### src/rtl/fp_convert_pipe_if.sv
// Handshake bus for fp_convert_pipe.
//   in_valid/in_ready/in_data : two's-complement sample stream into the converter
//   out_valid/out_ready       : result stream out of the converter
//   out_sign/out_exp/out_sig  : sign, exponent and significand of the result
//   out_sat                   : result was clamped
// slave = converter side, master = producer/consumer side.
interface fp_convert_pipe_if #(
  parameter int unsigned IN_W  = 12,
  parameter int unsigned EXP_W = 3,
  parameter int unsigned SIG_W = 4
);
  logic             in_valid;
  logic             in_ready;
  logic [IN_W-1:0]  in_data;
  logic             out_valid;
  logic             out_ready;
  logic             out_sign;
  logic [EXP_W-1:0] out_exp;
  logic [SIG_W-1:0] out_sig;
  logic             out_sat;

  modport slave (
    input  in_valid, in_data, out_ready,
    output in_ready, out_valid, out_sign, out_exp, out_sig, out_sat
  );

  modport master (
    output in_valid, in_data, out_ready,
    input  in_ready, out_valid, out_sign, out_exp, out_sig, out_sat
  );
endinterface

### src/rtl/fp_convert_pipe.sv
// Three-stage two's-complement to sign/exponent/significand converter.
//   clk, rst_n : rising-edge clock, synchronous active-low reset
//   bus        : slave side of fp_convert_pipe_if (valid/ready in and out)
// Stage 1 takes sign and magnitude, stage 2 normalises (exponent, significand,
// round bit), stage 3 rounds and drives the registered outputs. A stage loads
// whenever it is empty or the stage after it is loading, so in_ready ripples
// combinationally back from out_ready.
module fp_convert_pipe #(
  parameter int unsigned IN_W     = 12,
  parameter int unsigned EXP_W    = 3,
  parameter int unsigned SIG_W    = 4,
  parameter bit          ROUND_EN = 1'b1
) (
  input logic clk,
  input logic rst_n,
  fp_convert_pipe_if.slave bus
);

  localparam logic [IN_W-1:0]  MOST_NEG = {1'b1, {(IN_W-1){1'b0}}};
  localparam logic [IN_W-1:0]  MAX_MAG  = {1'b0, {(IN_W-1){1'b1}}};
  localparam logic [EXP_W-1:0] EMAX     = EXP_W'(IN_W - SIG_W - 1);
  localparam logic [SIG_W-1:0] F_MSB    = {1'b1, {(SIG_W-1){1'b0}}};

  logic             v1, sign1, sat1;
  logic [IN_W-1:0]  mag1;
  logic             v2, sign2, sat2, r2;
  logic [EXP_W-1:0] e2;
  logic [SIG_W-1:0] f2;
  logic             v3, sign3, sat3;
  logic [EXP_W-1:0] e3;
  logic [SIG_W-1:0] f3;

  logic             ld1_c, ld2_c, ld3_c;
  logic [IN_W-1:0]  neg_c;
  logic [EXP_W-1:0] e_c;
  logic [SIG_W-1:0] f_c;
  logic             r_c;
  logic [SIG_W:0]   sum_c;
  logic [EXP_W-1:0] e_rnd_c;
  logic [SIG_W-1:0] f_rnd_c;
  logic             sat_rnd_c;

  // Ripple stall chain from the output back to the input.
  assign ld3_c        = !v3 || bus.out_ready;
  assign ld2_c        = !v2 || ld3_c;
  assign ld1_c        = !v1 || ld2_c;
  assign bus.in_ready = ld1_c;

  assign neg_c = '0 - bus.in_data;

  // Normalise: exponent is the shift that puts the leading one in the top significand bit.
  always_comb begin
    e_c = '0;
    for (int unsigned i = SIG_W; i < IN_W; i++) begin
      if (mag1[i]) e_c = EXP_W'(i - SIG_W + 1);
    end
    f_c = SIG_W'(mag1 >> e_c);
    r_c = 1'({mag1, 1'b0} >> e_c);
  end

  // Round half-up; a carry out renormalises, or clamps at the top exponent.
  always_comb begin
    e_rnd_c   = e2;
    f_rnd_c   = f2;
    sat_rnd_c = 1'b0;
    sum_c     = {1'b0, f2} + (SIG_W+1)'(1);
    if (ROUND_EN && r2) begin
      if (sum_c[SIG_W]) begin
        if (e2 == EMAX) begin
          f_rnd_c   = '1;
          sat_rnd_c = 1'b1;
        end else begin
          f_rnd_c = F_MSB;
          e_rnd_c = e2 + EXP_W'(1);
        end
      end else begin
        f_rnd_c = sum_c[SIG_W-1:0];
      end
    end
  end

  // Stage registers.
  always_ff @(posedge clk) begin
    if (!rst_n) begin
      v1 <= 1'b0; sign1 <= 1'b0; sat1 <= 1'b0; mag1 <= '0;
      v2 <= 1'b0; sign2 <= 1'b0; sat2 <= 1'b0; r2 <= 1'b0; e2 <= '0; f2 <= '0;
      v3 <= 1'b0; sign3 <= 1'b0; sat3 <= 1'b0; e3 <= '0; f3 <= '0;
    end else begin
      if (ld1_c) begin
        v1 <= bus.in_valid;
        if (bus.in_valid) begin
          sign1 <= bus.in_data[IN_W-1];
          // The most negative input has no positive twin; clamp and flag it.
          if (bus.in_data == MOST_NEG) begin
            mag1 <= MAX_MAG;
            sat1 <= 1'b1;
          end else begin
            mag1 <= bus.in_data[IN_W-1] ? neg_c : bus.in_data;
            sat1 <= 1'b0;
          end
        end
      end
      if (ld2_c) begin
        v2 <= v1;
        if (v1) begin
          sign2 <= sign1;
          sat2  <= sat1;
          e2    <= e_c;
          f2    <= f_c;
          r2    <= r_c;
        end
      end
      if (ld3_c) begin
        v3 <= v2;
        if (v2) begin
          sign3 <= sign2;
          e3    <= e_rnd_c;
          f3    <= f_rnd_c;
          sat3  <= sat2 || sat_rnd_c;
        end
      end
    end
  end

  assign bus.out_valid = v3;
  assign bus.out_sign  = sign3;
  assign bus.out_exp   = e3;
  assign bus.out_sig   = f3;
  assign bus.out_sat   = sat3;

endmodule

### src/flat_wrapper.sv
// flat-port wrapper written by rule: the top's interface ports become plain ports
module fp_convert_pipe_flat 
#(
  parameter int unsigned IN_W     = 12,
  parameter int unsigned EXP_W    = 3,
  parameter int unsigned SIG_W    = 4,
  parameter bit          ROUND_EN = 1'b1
)
  (clk, rst_n, bus_in_valid, bus_in_data, bus_out_ready, bus_in_ready, bus_out_valid, bus_out_sign, bus_out_exp, bus_out_sig, bus_out_sat);
  fp_convert_pipe_if #(.IN_W(IN_W), .EXP_W(EXP_W), .SIG_W(SIG_W)) bus_i ();
  input logic clk;
  input logic rst_n;
  input wire logic [$bits(bus_i.in_valid)-1:0] bus_in_valid;
  input wire logic [$bits(bus_i.in_data)-1:0] bus_in_data;
  input wire logic [$bits(bus_i.out_ready)-1:0] bus_out_ready;
  output wire logic [$bits(bus_i.in_ready)-1:0] bus_in_ready;
  output wire logic [$bits(bus_i.out_valid)-1:0] bus_out_valid;
  output wire logic [$bits(bus_i.out_sign)-1:0] bus_out_sign;
  output wire logic [$bits(bus_i.out_exp)-1:0] bus_out_exp;
  output wire logic [$bits(bus_i.out_sig)-1:0] bus_out_sig;
  output wire logic [$bits(bus_i.out_sat)-1:0] bus_out_sat;
  assign bus_i.in_valid = bus_in_valid;
  assign bus_i.in_data = bus_in_data;
  assign bus_i.out_ready = bus_out_ready;
  assign bus_in_ready = bus_i.in_ready;
  assign bus_out_valid = bus_i.out_valid;
  assign bus_out_sign = bus_i.out_sign;
  assign bus_out_exp = bus_i.out_exp;
  assign bus_out_sig = bus_i.out_sig;
  assign bus_out_sat = bus_i.out_sat;
  fp_convert_pipe #(.IN_W(IN_W), .EXP_W(EXP_W), .SIG_W(SIG_W), .ROUND_EN(ROUND_EN)) u_core (.clk(clk), .rst_n(rst_n), .bus(bus_i));
endmodule
### config.mk
export PLATFORM = sky130hd
export DESIGN_NAME = fp_convert_pipe_flat
export DESIGN_NICKNAME = d
export VERILOG_FILES = /design/src/rtl/fp_convert_pipe_if.sv /design/src/rtl/fp_convert_pipe.sv /design/src/flat_wrapper.sv
export SDC_FILE = /design/constraint.sdc
export NUM_CORES = 1
export LEC_CHECK = 0
export CORE_ASPECT_RATIO = 2
export CORE_UTILIZATION = 49
export DETAILED_ROUTE_END_ITERATION = 16
export GPL_TIMING_DRIVEN = 0
export HOLD_SLACK_MARGIN = 0.06
export PLACE_DENSITY_LB_ADDON = 0.08
export SETUP_SLACK_MARGIN = 0.2
export SYNTH_ARGS = -nofsm -noshare
export SYNTH_HDL_FRONTEND = slang
export SYNTH_SLANG_ARGS = --single-unit
### constraint.sdc
create_clock -name clk -period 1.7 [get_ports clk]
set_input_delay 0.34 -clock clk [delete_from_list [all_inputs] [get_ports clk]]
set_output_delay 0.34 -clock clk [all_outputs]
set_load 0.05 [all_outputs]
== Yosys cells after proc, flatten, opt, wreduce, memory -nomap -nowiden ==
Index checks and enable logic that the tools add are counted.
Storage, ports and cells
  register bits after elaboration: 36
  input bits: 16
  output and inout port bits: 11
Cells by class
  add/sub/neg operators: 3
  equality and inequality tests: 2
  shift operators: 2
  mux-type cells: 20
  reduce and logical (&&, ||, !) cells: 10
Operators with widths (count)
  $mux 3: 11
  $mux 12: 2
  $shr 13x3->1: 1
  $eq 12x12->1 const B: 1
  $shr 12x3->4: 1
  $sub 1x12->12 const A: 1
  $mux 4: 2
  $reduce_and 2->1: 3
  $add 4x1->5 const B: 1
  $mux 1: 5
  $logic_or 1x1->1: 4
  $add 3x1->3 const B: 1
  $eq 3x3->1 const B: 1
  $logic_not 1->1: 3

== Longest topological paths before layout ==
  depth after elaboration: 9
  mapped depth: 7
  mapped depth without buffers: 6

== Worst setup path before layout ==
No wires, ideal clock.
  kind: reg-to-reg
  from: register u_core.v3, in the netlist u_core.bus.out_valid
  to: register u_core.mag1[0]
  arrival time: 2082 ps
  setup slack: -452 ps
  cell stages (with the launch flop): 6
  buffers on the path: 0
  clock period less this slack: 2152 ps
  cells stage by stage: dfxtp_1 nor2b_1 nand3_1 nand2_1 nor2_1 a21oi_1
Between the ends
  longest elaborated chain between the ends: 5
RTL lines
  start, declared: line fp_convert_pipe.sv:29  | logic v3, sign3, sat3;
  start signal, assigned: line fp_convert_pipe.sv:114  | v3 <= v2;
  $logic_not 1->1: line fp_convert_pipe.sv:44  | assign ld3_c = !v3 || bus.out_ready;
  $logic_or 1x1->1: line fp_convert_pipe.sv:44
  $logic_or 1x1->1: line fp_convert_pipe.sv:45  | assign ld2_c = !v2 || ld3_c;
  $logic_or 1x1->1: line fp_convert_pipe.sv:46  | assign ld1_c = !v1 || ld2_c;
  named net bus_in_ready: line flat_wrapper.sv:16  | output wire logic [$bits(bus_i.in_ready)-1:0] bus_in_ready;
  $reduce_and 2->1 (no source line)
  end signal, assigned: line fp_convert_pipe.sv:98  | mag1 <= bus.in_data[IN_W-1] ? neg_c : bus.in_data;
  end, declared: line fp_convert_pipe.sv:25  | logic [IN_W-1:0] mag1;
The timed path passes the listed nets, and every way through them passes these cells.
A chain may end at the register's enable or synchronous reset.

== Worst setup path in the final report ==
  from: register u_core.mag1[8]
  to: register u_core.f2[0]
Between the ends
  longest elaborated chain between the ends: 5
RTL lines
  $mux 3 (4 in a row): line fp_convert_pipe.sv:55  | if (mag1[i]) e_c = EXP_W'(i - SIG_W + 1);
  $shr 12x3->4 (*): line fp_convert_pipe.sv:57  | f_c = SIG_W'(mag1 >> e_c);
  end signal, assigned: line fp_convert_pipe.sv:86  | v2 <= 1'b0; sign2 <= 1'b0; sat2 <= 1'b0; r2 <= 1'b0; e2 <= '0; f2 <= '0;
  end signal, assigned: line fp_convert_pipe.sv:109  | f2 <= f_c;
  end, declared: line fp_convert_pipe.sv:28  | logic [SIG_W-1:0] f2;
Mark *: on every way between the ends. The rest lies on a longest branch, timed or not.

==> results_dict.tcl <==
set metrics [dict create \
    status "finished with violations" \
    violations "negative setup slack" \
    crit_buf_inv 1 \
    final_cell_mix "30 x dfxtp_1, 26 x nand2_1, 20 x buf_4" \
    clkTransAtPathRegs_ns 0.08 \
    yosysWarnings 0 \
    fmax_mhz 533 \
    crit_type "flop to flop" \
    placed_area_mm2 0.00241 \
    die_w_um 47.4 \
    nFillCells 295 \
    p_total_w 0.00224 \
    dp_hpwl_um 3930 \
    min_delay_path_depth 3 \
    async_flop_share_pct 0 \
    final_common_cell "dfxtp_1" \
    synthTopCellsByArea "dfxtp_1 36%, nand2_1 6.1%, a21oi_1 5.0%" \
    utilization_pct 75.0 \
    cpLargestDelayFamily "compound AO/OA/AOI/OAI gates" \
    synth_edf_count 0 \
    wire_per_inst_um 16.9 \
    ios 27 \
    synth_top_area_share_pct 35.7 \
    via_per_inst 5.94 \
    grt_usage_pct 29.1 \
    syn-num-nets 266 \
    drv_cap 0 \
    die_h_um 92.8 \
    slowest_delay_ns 0.37 \
    cp.required_ns 1.88 \
    drtIter0Drc 77 \
    hold_end "u_core.mag1[4]" \
    grt_max_degree 13 \
    synth.ff_latch_count 36 \
    vias 2119 \
    grt_overflow 0 \
    grt_pass1_wl_um 9200 \
    maxSlewViolCount 0 \
    cts-root-buf "clkbuf_8" \
    rrSetupSlack_ns -0.18 \
    port_buffers 26 \
    gp_congestion 0.907 \
    worst_slack_ns -0.177 \
    cts_buffers 5 \
    p_leak_nw 1.18 \
    num_antenna_cells 0 \
    rsz0062_at_grt "true" \
    cp-end-kind "flop" \
    hold_viol_final 0 \
    r2r_end "u_core.f2[0]" \
    clkLatencyLatePin_ns 0.29 \
    ys_types 53 \
    arrival_ns 2.06 \
    post-route-min-period_ns 1.88 \
    path_cells "or2_4 > o21ai_4 > buf_4 > nand2_4 > a221oi_1 > a211oi_1 > a311o_1" \
    area.growth.synth_to_final_pct 44.2 \
    dr.pass1.iters 6 \
    drc_errors 0 \
    max-vdd-ir-drop_uv 607 \
    drive_gt1_share_pct 37.6 \
    setup_violations 4 \
    syn_inst 247 \
    skew_ns 0.00513 \
    ys_seq_area_share_pct 35.7 \
    timing.rr.start "u_core.mag1[8]" \
    design_area_mm2 0.00291 \
    dieArea_mm2 0.00440 \
    hp-start "bus_in_data[4]" \
    synth.largest_area_cell "dfxtp_1" \
    slew_headroom_pct 67.9 \
    h-tree-depth 2 \
    power_density_mw_per_mm2 769 \
    rows 32 \
    first_global_vias 2039 \
    cts_tree "built" \
    synth_area_mm2 0.00202 \
    routed_wl_um 6020 \
    clock_sinks 36 \
    worstPathMaxFanout 4 \
    layout.nets 324 \
    tightest_slew_ns 0.483 \
    antenna_found_initial 0 \
    synth-main-ff-cell "dfxtp_1" \
    r2r_cells 7 \
    syn_avg_cell_area_um2 8.18 \
    dp.cells 324 \
    hold_class "input port to flop" \
    start_util_pct 52.0 \
    crit_path_start_kind "flop" \
    slowest_stage "a221oi_1" \
    postRouteAntennaNets 0 \
    clockBufferDepth 2 \
    stdcell_count 357 \
    coreArea_mm2 0.00388 \
    holdWs_ns 0.318 \
    period_share_pct 110 \
]
==> how the worst max path moves through the flow <==
| stage | from | end | slack [ns] | depth (start not counted) |
|---|---|---|---|---|
| 5_1_grt | u_core.mag1[8] | u_core.f2[0] | -0.24 | 7 |
| 6_report | u_core.mag1[8] | u_core.f2[0] | -0.18 | 7 |
| 3_5_place_dp | bus_in_data[3] | u_core.mag1[9] | -0.59 | 7 |
| 4_1_cts | u_core.mag1[7] | u_core.f2[0] | -0.13 | 7 |
| 2_1_floorplan | u_core.mag1[8] | u_core.f2[1] | 0.004 | 6 |
| 3_3_place_gp | bus_in_data[3] | u_core.mag1[9] | -0.56 | 7 |
==> worst reg2reg max path, cell delays in order (launching register included) <==
cell and delay, ns:
dfxtp_4 0.35, or2_4 0.27, o21ai_4 0.19, buf_4 0.15, nand2_4 0.05, a221oi_1 0.37, a211oi_1 0.10, a311o_1 0.27
==> repair_timing <==
item,4_1_cts,5_1_grt
gates resized for setup,97,48
pin swaps,26,30
hold buffers,0,0
endpoints found under the setup margin,42,35
buffers inserted,18,6
cloned,1,0
==> routing by layer <==
layer  vias to the layer above  wire length [um]  global-route usage [%]
li1                       1016                 -                       -
met1                       986              1940                    23.9
met2                        78              3570                    54.6
met3                        39               173                    5.85
met4                         0               344                    19.3
met5                         -                 0                       0
==> state kept, by name (all words and copies together), names as in the netlist <==
register,count
u_core.bus.out_sat,1
u_core.sat2,1
u_core.mag1,12
u_core.r2,1
u_core.sign2,1
u_core.e2,3
u_core.bus.out_sign,1
u_core.f2,4
u_core.bus.out_valid,1
u_core.sign1,1
u_core.bus.out_sig,4
u_core.v2,1
u_core.bus.out_exp,3
u_core.v1,1
u_core.sat1,1
==> report_power, final <==
| group | internal [W] | leakage [nW] | switching (W) |
|---|---|---|---|
| Sequential | 0.000892 | 0.299 | 0.0000595 |
| Combinational | 0.000320 | 0.829 | 0.000358 |
| Clock | 0.000285 | 0.0479 | 0.000325 |
==> synth_stat cells (all sizes together) (3+ instances only) <==
library cell   n
buf            3
a21boi         7
mux2           3
nor2b         11
a221oi         3
nand3          6
a21oi         20
nor3           4
nand2         33
inv            9
o31ai          3
o21ai         21
nand4          3
ha             3
xnor2          3
nor2          13
and2           3
clkbuf        10
o221a          3
mux2i          8
a31oi          6
xor2           7
dfxtp         36
==> layout make-up <==
type | instances | area [um^2] | area share, %
buffer | 13 | 91.3 | 3.14
clock buffer | 5 | 68.8 | 2.36
clock inverter | 3 | 18.8 | 0.644
inverter | 9 | 33.8 | 1.16
multi-input combinational | 190 | 1470 | 50.3
sequential | 36 | 738 | 25.3
tap | 51 | 63.8 | 2.19
timing repair buffer | 50 | 432 | 14.8
==> through the flow <==
step | TNS (ns) | worst slack, ns
floorplan | 0 | 0.00377
global placement | -11.12 | -0.561
detailed placement | -11.31 | -0.585
CTS | -0.295 | -0.130
global route | -0.813 | -0.238
finish | -0.512 | -0.177
==> cell families (layout without fill, tap and decap cells) <==
logic type | Yosys count | in the layout | synth area share, %
muxes | 11 | 11 | 5.64
xor gates and xnor gates | 10 | 10 | 4.34
adders and majority gates | 3 | 3 | 1.86
AOI/OAI and AO/OA | 83 | 83 | 28.1
DFF | 36 | 36 | 35.7
buffers and inverters | 22 | 80 | 4.52
and+or+nand+nor | 82 | 83 | 19.9
(Power assumes the default switching activity.)
